===== src/rtl/wb_fair_arbiter.sv =====
// -----------------------------------------------------------------------------
// wb_fair_arbiter
//   Two-master Wishbone arbiter with a starvation guard for the fetch side
//   and a stalled-strobe watchdog.
//   m0 is the data-side master and m1 is the fetch-side master. The arbiter
//   prefers m0, but m1 wins once m0 has taken STARVE_MAX grants in a row
//   while m1 was requesting.
//
// Handshake:
//   A grant covers a whole Wishbone cycle. The owner keeps the bus for as
//   long as its cyc stays high, and it is never preempted. Ownership is
//   decided again on any edge where there is no owner or the owner's cyc is
//   low, so a waiting master takes the bus on the very next cycle.
//   The slave-side signals are a combinational copy of the owner's signals.
//   Slave responses (ack/err/rty) go only to the owner.
//
// Ports:
//   i_clk, i_rst            clock and asynchronous active-low reset
//   mN_cyc/stb/we/adr/o_dat/sel   master N request (N = 0, 1)
//   mN_ack/err/rty          responses routed to master N
//   wb_cyc/stb/we/adr/o_dat/sel   shared slave bus
//   wb_ack/err/rty          slave responses
//   o_owner                 registered owner state: 00 none, 01 m0, 10 m1
//   o_timeout_cnt           saturating count of watchdog timeouts
// -----------------------------------------------------------------------------
module wb_fair_arbiter #(
    parameter int ADDR_W     = 24,
    parameter int DATA_W     = 16,
    parameter int SEL_W      = 2,
    parameter int STARVE_MAX = 4,
    parameter int TIMEOUT    = 255
) (
    input  logic              i_clk,
    input  logic              i_rst,
    input  logic              m0_cyc,
    input  logic              m0_stb,
    input  logic              m0_we,
    input  logic [ADDR_W-1:0] m0_adr,
    input  logic [DATA_W-1:0] m0_o_dat,
    input  logic [SEL_W-1:0]  m0_sel,
    output logic              m0_ack,
    output logic              m0_err,
    output logic              m0_rty,
    input  logic              m1_cyc,
    input  logic              m1_stb,
    input  logic              m1_we,
    input  logic [ADDR_W-1:0] m1_adr,
    input  logic [DATA_W-1:0] m1_o_dat,
    input  logic [SEL_W-1:0]  m1_sel,
    output logic              m1_ack,
    output logic              m1_err,
    output logic              m1_rty,
    output logic              wb_cyc,
    output logic              wb_stb,
    output logic              wb_we,
    output logic [ADDR_W-1:0] wb_adr,
    output logic [DATA_W-1:0] wb_o_dat,
    output logic [SEL_W-1:0]  wb_sel,
    input  logic              wb_ack,
    input  logic              wb_err,
    input  logic              wb_rty,
    output logic [1:0]        o_owner,
    output logic [7:0]        o_timeout_cnt
);

    // The starvation counter must be at least 3 bits wide, and wide enough
    // to hold STARVE_MAX.
    localparam int SW = ($clog2(STARVE_MAX + 1) > 3) ? $clog2(STARVE_MAX + 1) : 3;
    localparam logic [SW-1:0] STARVE_LIM = SW'(STARVE_MAX);
    localparam logic [SW-1:0] STARVE_SAT = '1;
    localparam logic [7:0]    TO_LIM     = 8'(TIMEOUT);
    localparam bit            TO_EN      = (TIMEOUT != 0);

    // The state encoding is the o_owner encoding.
    typedef enum logic [1:0] {
        ST_IDLE = 2'b00,
        ST_OWN0 = 2'b01,
        ST_OWN1 = 2'b10
    } state_e;

    state_e          state_q, state_d;
    logic [SW-1:0]   starve_q, starve_d;
    logic [7:0]      to_cnt_q, to_cnt_d;
    logic [7:0]      to_events_q, to_events_d;

    logic              own_cyc, own_stb, own_we;
    logic [ADDR_W-1:0] own_adr;
    logic [DATA_W-1:0] own_dat;
    logic [SEL_W-1:0]  own_sel;
    logic              decide, resp, at_limit, to_fire;

    // Select the owner's request signals. All of them are 0 when there is no owner.
    always_comb begin
        own_cyc = 1'b0;
        own_stb = 1'b0;
        own_we  = 1'b0;
        own_adr = '0;
        own_dat = '0;
        own_sel = '0;
        case (state_q)
            ST_OWN0: begin
                own_cyc = m0_cyc;
                own_stb = m0_stb;
                own_we  = m0_we;
                own_adr = m0_adr;
                own_dat = m0_o_dat;
                own_sel = m0_sel;
            end
            ST_OWN1: begin
                own_cyc = m1_cyc;
                own_stb = m1_stb;
                own_we  = m1_we;
                own_adr = m1_adr;
                own_dat = m1_o_dat;
                own_sel = m1_sel;
            end
            default: ;
        endcase
    end

    // Arbitration, starvation tracking and the watchdog.
    always_comb begin
        state_d     = state_q;
        starve_d    = starve_q;
        to_events_d = to_events_q;

        decide = (state_q == ST_IDLE) || !own_cyc;
        if (decide) begin
            if (m1_cyc && (starve_q >= STARVE_LIM || !m0_cyc)) begin
                state_d  = ST_OWN1;
                starve_d = '0;
            end else if (m0_cyc) begin
                state_d = ST_OWN0;
                if (m1_cyc && starve_q != STARVE_SAT) begin
                    starve_d = starve_q + 1'b1;
                end
            end else begin
                state_d = ST_IDLE;
            end
        end

        resp     = wb_ack | wb_err | wb_rty;
        // At the limit the strobe is held off the bus. A slave response in
        // that same cycle takes priority over the timeout error.
        at_limit = TO_EN && (to_cnt_q == TO_LIM);
        to_fire  = at_limit && own_stb && !resp;

        if (state_d != state_q || !own_stb || resp || at_limit || !TO_EN) begin
            to_cnt_d = '0;
        end else begin
            to_cnt_d = to_cnt_q + 8'd1;
        end

        if (to_fire && to_events_q != 8'hFF) begin
            to_events_d = to_events_q + 8'd1;
        end
    end

    always_ff @(posedge i_clk or negedge i_rst) begin
        if (!i_rst) begin
            state_q     <= ST_IDLE;
            starve_q    <= '0;
            to_cnt_q    <= '0;
            to_events_q <= '0;
        end else begin
            state_q     <= state_d;
            starve_q    <= starve_d;
            to_cnt_q    <= to_cnt_d;
            to_events_q <= to_events_d;
        end
    end

    assign wb_cyc   = own_cyc;
    assign wb_stb   = own_stb && !at_limit;
    assign wb_we    = own_we;
    assign wb_adr   = own_adr;
    assign wb_o_dat = own_dat;
    assign wb_sel   = own_sel;

    assign m0_ack = (state_q == ST_OWN0) && wb_ack;
    assign m0_err = (state_q == ST_OWN0) && (wb_err || to_fire);
    assign m0_rty = (state_q == ST_OWN0) && wb_rty;
    assign m1_ack = (state_q == ST_OWN1) && wb_ack;
    assign m1_err = (state_q == ST_OWN1) && (wb_err || to_fire);
    assign m1_rty = (state_q == ST_OWN1) && wb_rty;

    assign o_owner       = state_q;
    assign o_timeout_cnt = to_events_q;

endmodule


===== config.mk =====
export PLATFORM = sky130hd
export DESIGN_NAME = wb_fair_arbiter
export DESIGN_NICKNAME = d
export VERILOG_FILES = /design/src/rtl/wb_fair_arbiter.sv
export SDC_FILE = /design/constraint.sdc
export NUM_CORES = 1
export LEC_CHECK = 0
export ABC_CLOCK_PERIOD_IN_PS = 2250
export CAP_MARGIN = 20
export CORE_UTILIZATION = 33
export DETAILED_ROUTE_END_ITERATION = 6
export GPL_ROUTABILITY_DRIVEN = 0
export PLACE_DENSITY = 0.83
export SYNTH_ARGS = -nofsm -noshare
export SYNTH_HDL_FRONTEND = slang
export SYNTH_SLANG_ARGS = --single-unit

===== constraint.sdc =====
create_clock -name i_clk -period 2.25 [get_ports i_clk]
set_input_delay 0.3375 -clock i_clk [delete_from_list [all_inputs] [get_ports i_clk]]
set_output_delay 0.3375 -clock i_clk [all_outputs]
set_load 0.02 [all_outputs]

# Yosys cells after proc, flatten, opt, wreduce, memory -nomap -nowiden
# Cells that the tools add are included.
[op_classes]
add_sub_neg = 3
order_cmp = 1
n_eq_ne = 6
mux = 13
n_bitwise = 2
reduce_logical = 27
[op_table]
columns = ["operator", "count"]
rows = [
  ["$pmux W24 S2", 1],
  ["$pmux W16 S2", 1],
  ["$add A8 B1 Y8 const B", 2],
  ["$logic_and A1 B1 Y1", 12],
  ["$mux W3", 3],
  ["$eq A8 B8 Y1 const B", 1],
  ["$mux W8", 1],
  ["$ne A8 B8 Y1 const B", 1],
  ["$logic_or A1 B1 Y1", 6],
  ["$pmux W1 S2", 3],
  ["$logic_not A1 Y1", 5],
  ["$mux W2", 2],
  ["$pmux W2 S2", 1],
  ["$reduce_bool A2 Y1", 2],
  ["$add A3 B1 Y3 const B", 1],
  ["$ge A3 B3 Y1 const B", 1],
  ["$ne A3 B3 Y1 const B", 1],
  ["$reduce_and A3 Y1", 1],
  ["$eq A2 B1 Y1 const B", 1],
  ["$eq A2 B2 Y1 const B", 1],
  ["$logic_not A2 Y1", 1],
  ["$ne A2 B2 Y1", 1],
  ["$or A1 B1 Y1", 2],
  ["$mux W1", 1],
]
[word_totals]
reg_bits = 21
inputBits = 95

# Longest topological paths before layout
[depth]
word_depth = 10
ltp_mapped = 7
mapped_depth_nobuf = 6

# Least setup slack after synthesis
# No wires, ideal clock.
[synth_path]
path_kind = "register to output"
from = "reg state_q[1] (netlist: o_owner[1])"
to = "out m0_err"
t_arrival_ns = 1.912
required_time_ns = 1.913
setup_slack_ns = 0.001
stages_incl_launch_ff = 7
path_buffers = 1
path_cell_list = "dfrtp_1 inv_1 ha_1 or4b_4 nor4_4 buf_6 o21a_1"
[synth_via]
elab_chain_cells = 6
[synth_rtl]
columns = ["item", "line_no", "source"]
rows = [
  ["start: declaration", "81", "state_e state_q, state_d;"],
  ["start signal: assignment", "166", "state_q <= state_d;"],
  ["$eq A2 B2 Y1 or $eq A2 B1 Y1 (tied branches)", "100, 181", ""],
  ["$pmux W1 S2", "100", "case (state_q)"],
  ["$logic_and A1 B1 Y1 (2 in a row)", "146", "to_fire = at_limit && own_stb && !resp;"],
  ["$logic_or A1 B1 Y1", "181", "assign m0_err = (state_q == ST_OWN0) && (wb_err || to_fire);"],
  ["$logic_and A1 B1 Y1 (*)", "181", ""],
  ["end: declaration", "42", "output logic m0_err,"],
]
# Every way passes the cells marked *; elsewhere a longest branch is shown, timed or not.

# Final worst setup path
# Ends and elaborated chain as after synthesis.

==> flow_summary.json <==
{
  "pwr-share-clk": 0.140,
  "end_kind": "primary output",
  "avgRoutedWirePerCell_um": 15.6,
  "die_h_um": 77.4,
  "slew_headroom": 0.809,
  "crit_buf_inv": 2,
  "vias_per_cell": 5.00,
  "hold_ws_ns": 0.414,
  "clock_latency_ns": 0.26,
  "slew_violations": 0,
  "switchingPower_uw": 683,
  "yosysSeqAreaShare": 0.280,
  "portBuffers": 155,
  "clockBufferDepth": 2,
  "drc": 0,
  "ys_seq_elements": 21,
  "dieWidth_um": 77.4,
  "fin_ws_ns": -0.0960,
  "cts_max_level": 1,
  "pwr-share-comb": 0.627,
  "rsz0062_at_grt": "yes",
  "instances_no_fill": 471,
  "yosys.cell_count.top_type": "nor2b_1",
  "tightest_slew_ns": 0.285,
  "totalWireLength_um": 7340,
  "syn2layout_area_growth_pct": 98.5,
  "yosysWarnings": 0,
  "gr-total-overflow": 0,
  "max-cap-violations": 0,
  "p_seq_frac": 0.233,
  "peakVddDrop_uv": 362,
  "criticalPathCategory": "flip-flop to primary output",
  "grt_pass1_wl_um": 11000,
  "drt_iter0_drc": 86,
  "synth_edf_count": 0,
  "syn-num-nets": 324,
  "placed_cells": 456,
  "core_area_um2": 5510,
  "fmax_mhz": 426,
  "numCtsBuffers": 3,
  "synthCells": 222,
  "cts_sinks": 21,
  "slowest_stage": "or4b_4",
  "async_flop_share": 1.00,
  "die-area_um2": 5990,
  "reg2reg_slack_ns": -0.05,
  "hold_buffers": 0,
  "synth_commonest_cells": "nor2b_1, a22oi_1, dfrtp_1, clkbuf_1",
  "num_vias": 2353,
  "holdCritPathClass": "input port to async pin",
  "yosysTopAreaCellShare": 0.280,
  "startpoint_type": "flip-flop",
  "leakage_nw": 1.59,
  "status": "finished, violations left",
  "fin_tns_setup_ns": -0.228,
  "final.period_utilization": 1.04,
  "synth_top_cell_by_area": "dfrtp_1",
  "initial_core_util": 0.340,
  "violations": "negative setup slack",
  "grt_max_degree": 47,
  "dp_slack_ns": -0.383,
  "p_int_mw": 1.08,
  "critPathRequiredTime_ns": 1.91,
  "ant_nets": 0,
  "final_layout_size_suffix_gt1_frac": 0.266,
  "netlist_area_um2": 1870,
  "crit_chain": "inv_2 > ha_4 > or4b_4 > nor4_4 > o21a_1 > buf_6",
  "ys_top_cells_by_area": "dfrtp_1, a22oi_1, nor2b_1",
  "ios": 156,
  "min_period_ns": 2.35,
  "cts_tree": "built",
  "path_max_fanout": 3,
  "report.final.hold_viol_count": 0,
  "row_count": 27,
  "first_global_vias": 2174,
  "avgSynthCellArea_um2": 8.44,
  "cpPeakStageDelay_ns": 0.47,
  "dp_hpwl_um": 5680,
  "antenna_cells": 0,
  "skew_ns": 0.00198,
  "finalPower_mw": 1.76,
  "yosys_most_used_dff": "dfrtp_1",
  "track_usage": 0.227,
  "crit_family": "simple AND/OR/NAND/NOR gates",
  "synth_cell_types": 38,
  "clk_pin_slew_ns": 0.07,
  "root_buffer": "clkbuf_8",
  "first_pass_iters": 6,
  "nets": 502,
  "antenna_found_initial": 0,
  "arrival_ns": 2.01,
  "setup_viol": 3,
  "power_density_nw_per_um2": 473,
  "swShare": 0.388
}
[stage by stage]
stage          cell area, um2  utilization
2_1_floorplan            1870            -
3_3_place_gp             3640        0.662
5_1_grt                  3720        0.676
6_report                 3720        0.676
4_1_cts                  3750        0.682
3_5_place_dp             3640        0.662
[area by class of cell]
type                    instances  area [um2]
fillers                       479        1790
flip-flops and latches         21         526
multi-input cells             180        1360
clock buffers                   4        45.0
repair buffers                190        1690
inverters                       4        15.0
well taps                      72        90.1
[layout by cell type, fill, tap and decap left out, drive strengths merged, types with 2 or more instances in the layout]
| cell type | instances |
|---|---|
| dlygate4sd2 | 4 |
| and4 | 3 |
| nor3 | 7 |
| clkdlybuf4s50 | 104 |
| and3 | 4 |
| nand2 | 9 |
| xnor2 | 6 |
| clkbuf | 17 |
| xor2 | 4 |
| nand2b | 3 |
| nor2 | 6 |
| ha | 7 |
| clkdlybuf4s15 | 7 |
| o21a | 2 |
| a22oi | 45 |
| a21oi | 4 |
| nor2b | 46 |
| buf | 62 |
| nand3 | 8 |
| and2 | 4 |
| inv | 4 |
| nand4 | 3 |
| o21ai | 3 |
| mux2 | 2 |
| or2 | 2 |
| o31ai | 3 |
| dfrtp | 21 |
[metal layers]
metal / global-route usage / up-vias / part of all wire
met4: 0.0321 / 0 / 0.0044
met2: 0.383 / 79 / 0.48
li1: - / 1169 / -
met5: 0 / - / 0
met1: 0.290 / 1101 / 0.45
met3: 0.0706 / 4 / 0.072
[power by group through the flow]
stage          combinational [mW]  clock [mW]  sequential [mW]
4_1_cts                      1.09       0.254            0.407
6_report                     1.10       0.247            0.410
2_1_floorplan               0.527           0            0.424
5_1_grt                      1.18       0.266            0.413
3_5_place_dp                 1.11           0            0.415
3_3_place_gp                 1.10           0            0.413
[final timing paths]
path                             startpoint                to  depth (start not counted)
max in group asynchronous             i_rst       starve_q[0]                          2
setup / recovery                 o_owner[1]            m0_err                          6
hold reg to reg            o_timeout_cnt[7]  o_timeout_cnt[7]                          1
min in group i_clk         o_timeout_cnt[7]  o_timeout_cnt[7]                          1
setup reg to reg                 o_owner[1]  o_timeout_cnt[6]                          8
hold / removal                        i_rst  o_timeout_cnt[0]                          2
[state kept, by name, indices dropped and copies added, names as in the netlist]
register,count
starve_q,3
o_owner,2
o_timeout_cnt,8
to_cnt_q,8
[logic make-up after synthesis]
| family | synth area share |
|---|---|
| and+or+nand+nor | 0.322 |
| AOI/OAI and AO/OA | 0.244 |
| buffers and inverters | 0.0461 |
| DFF | 0.280 |
| xor gates and xnor gates | 0.0467 |
| adders and majority gates | 0.0467 |
| muxes | 0.0140 |
[repair_timing]
| action | 4_1_cts | 5_1_grt |
|---|---|---|
| gates resized for setup | 123 | 69 |
| buffers inserted | 2 | 9 |
| endpoints found under the setup margin | 58 | 56 |
| pin swaps | 2 | 5 |
No activity file was read; power rests on OpenSTA's default activity.
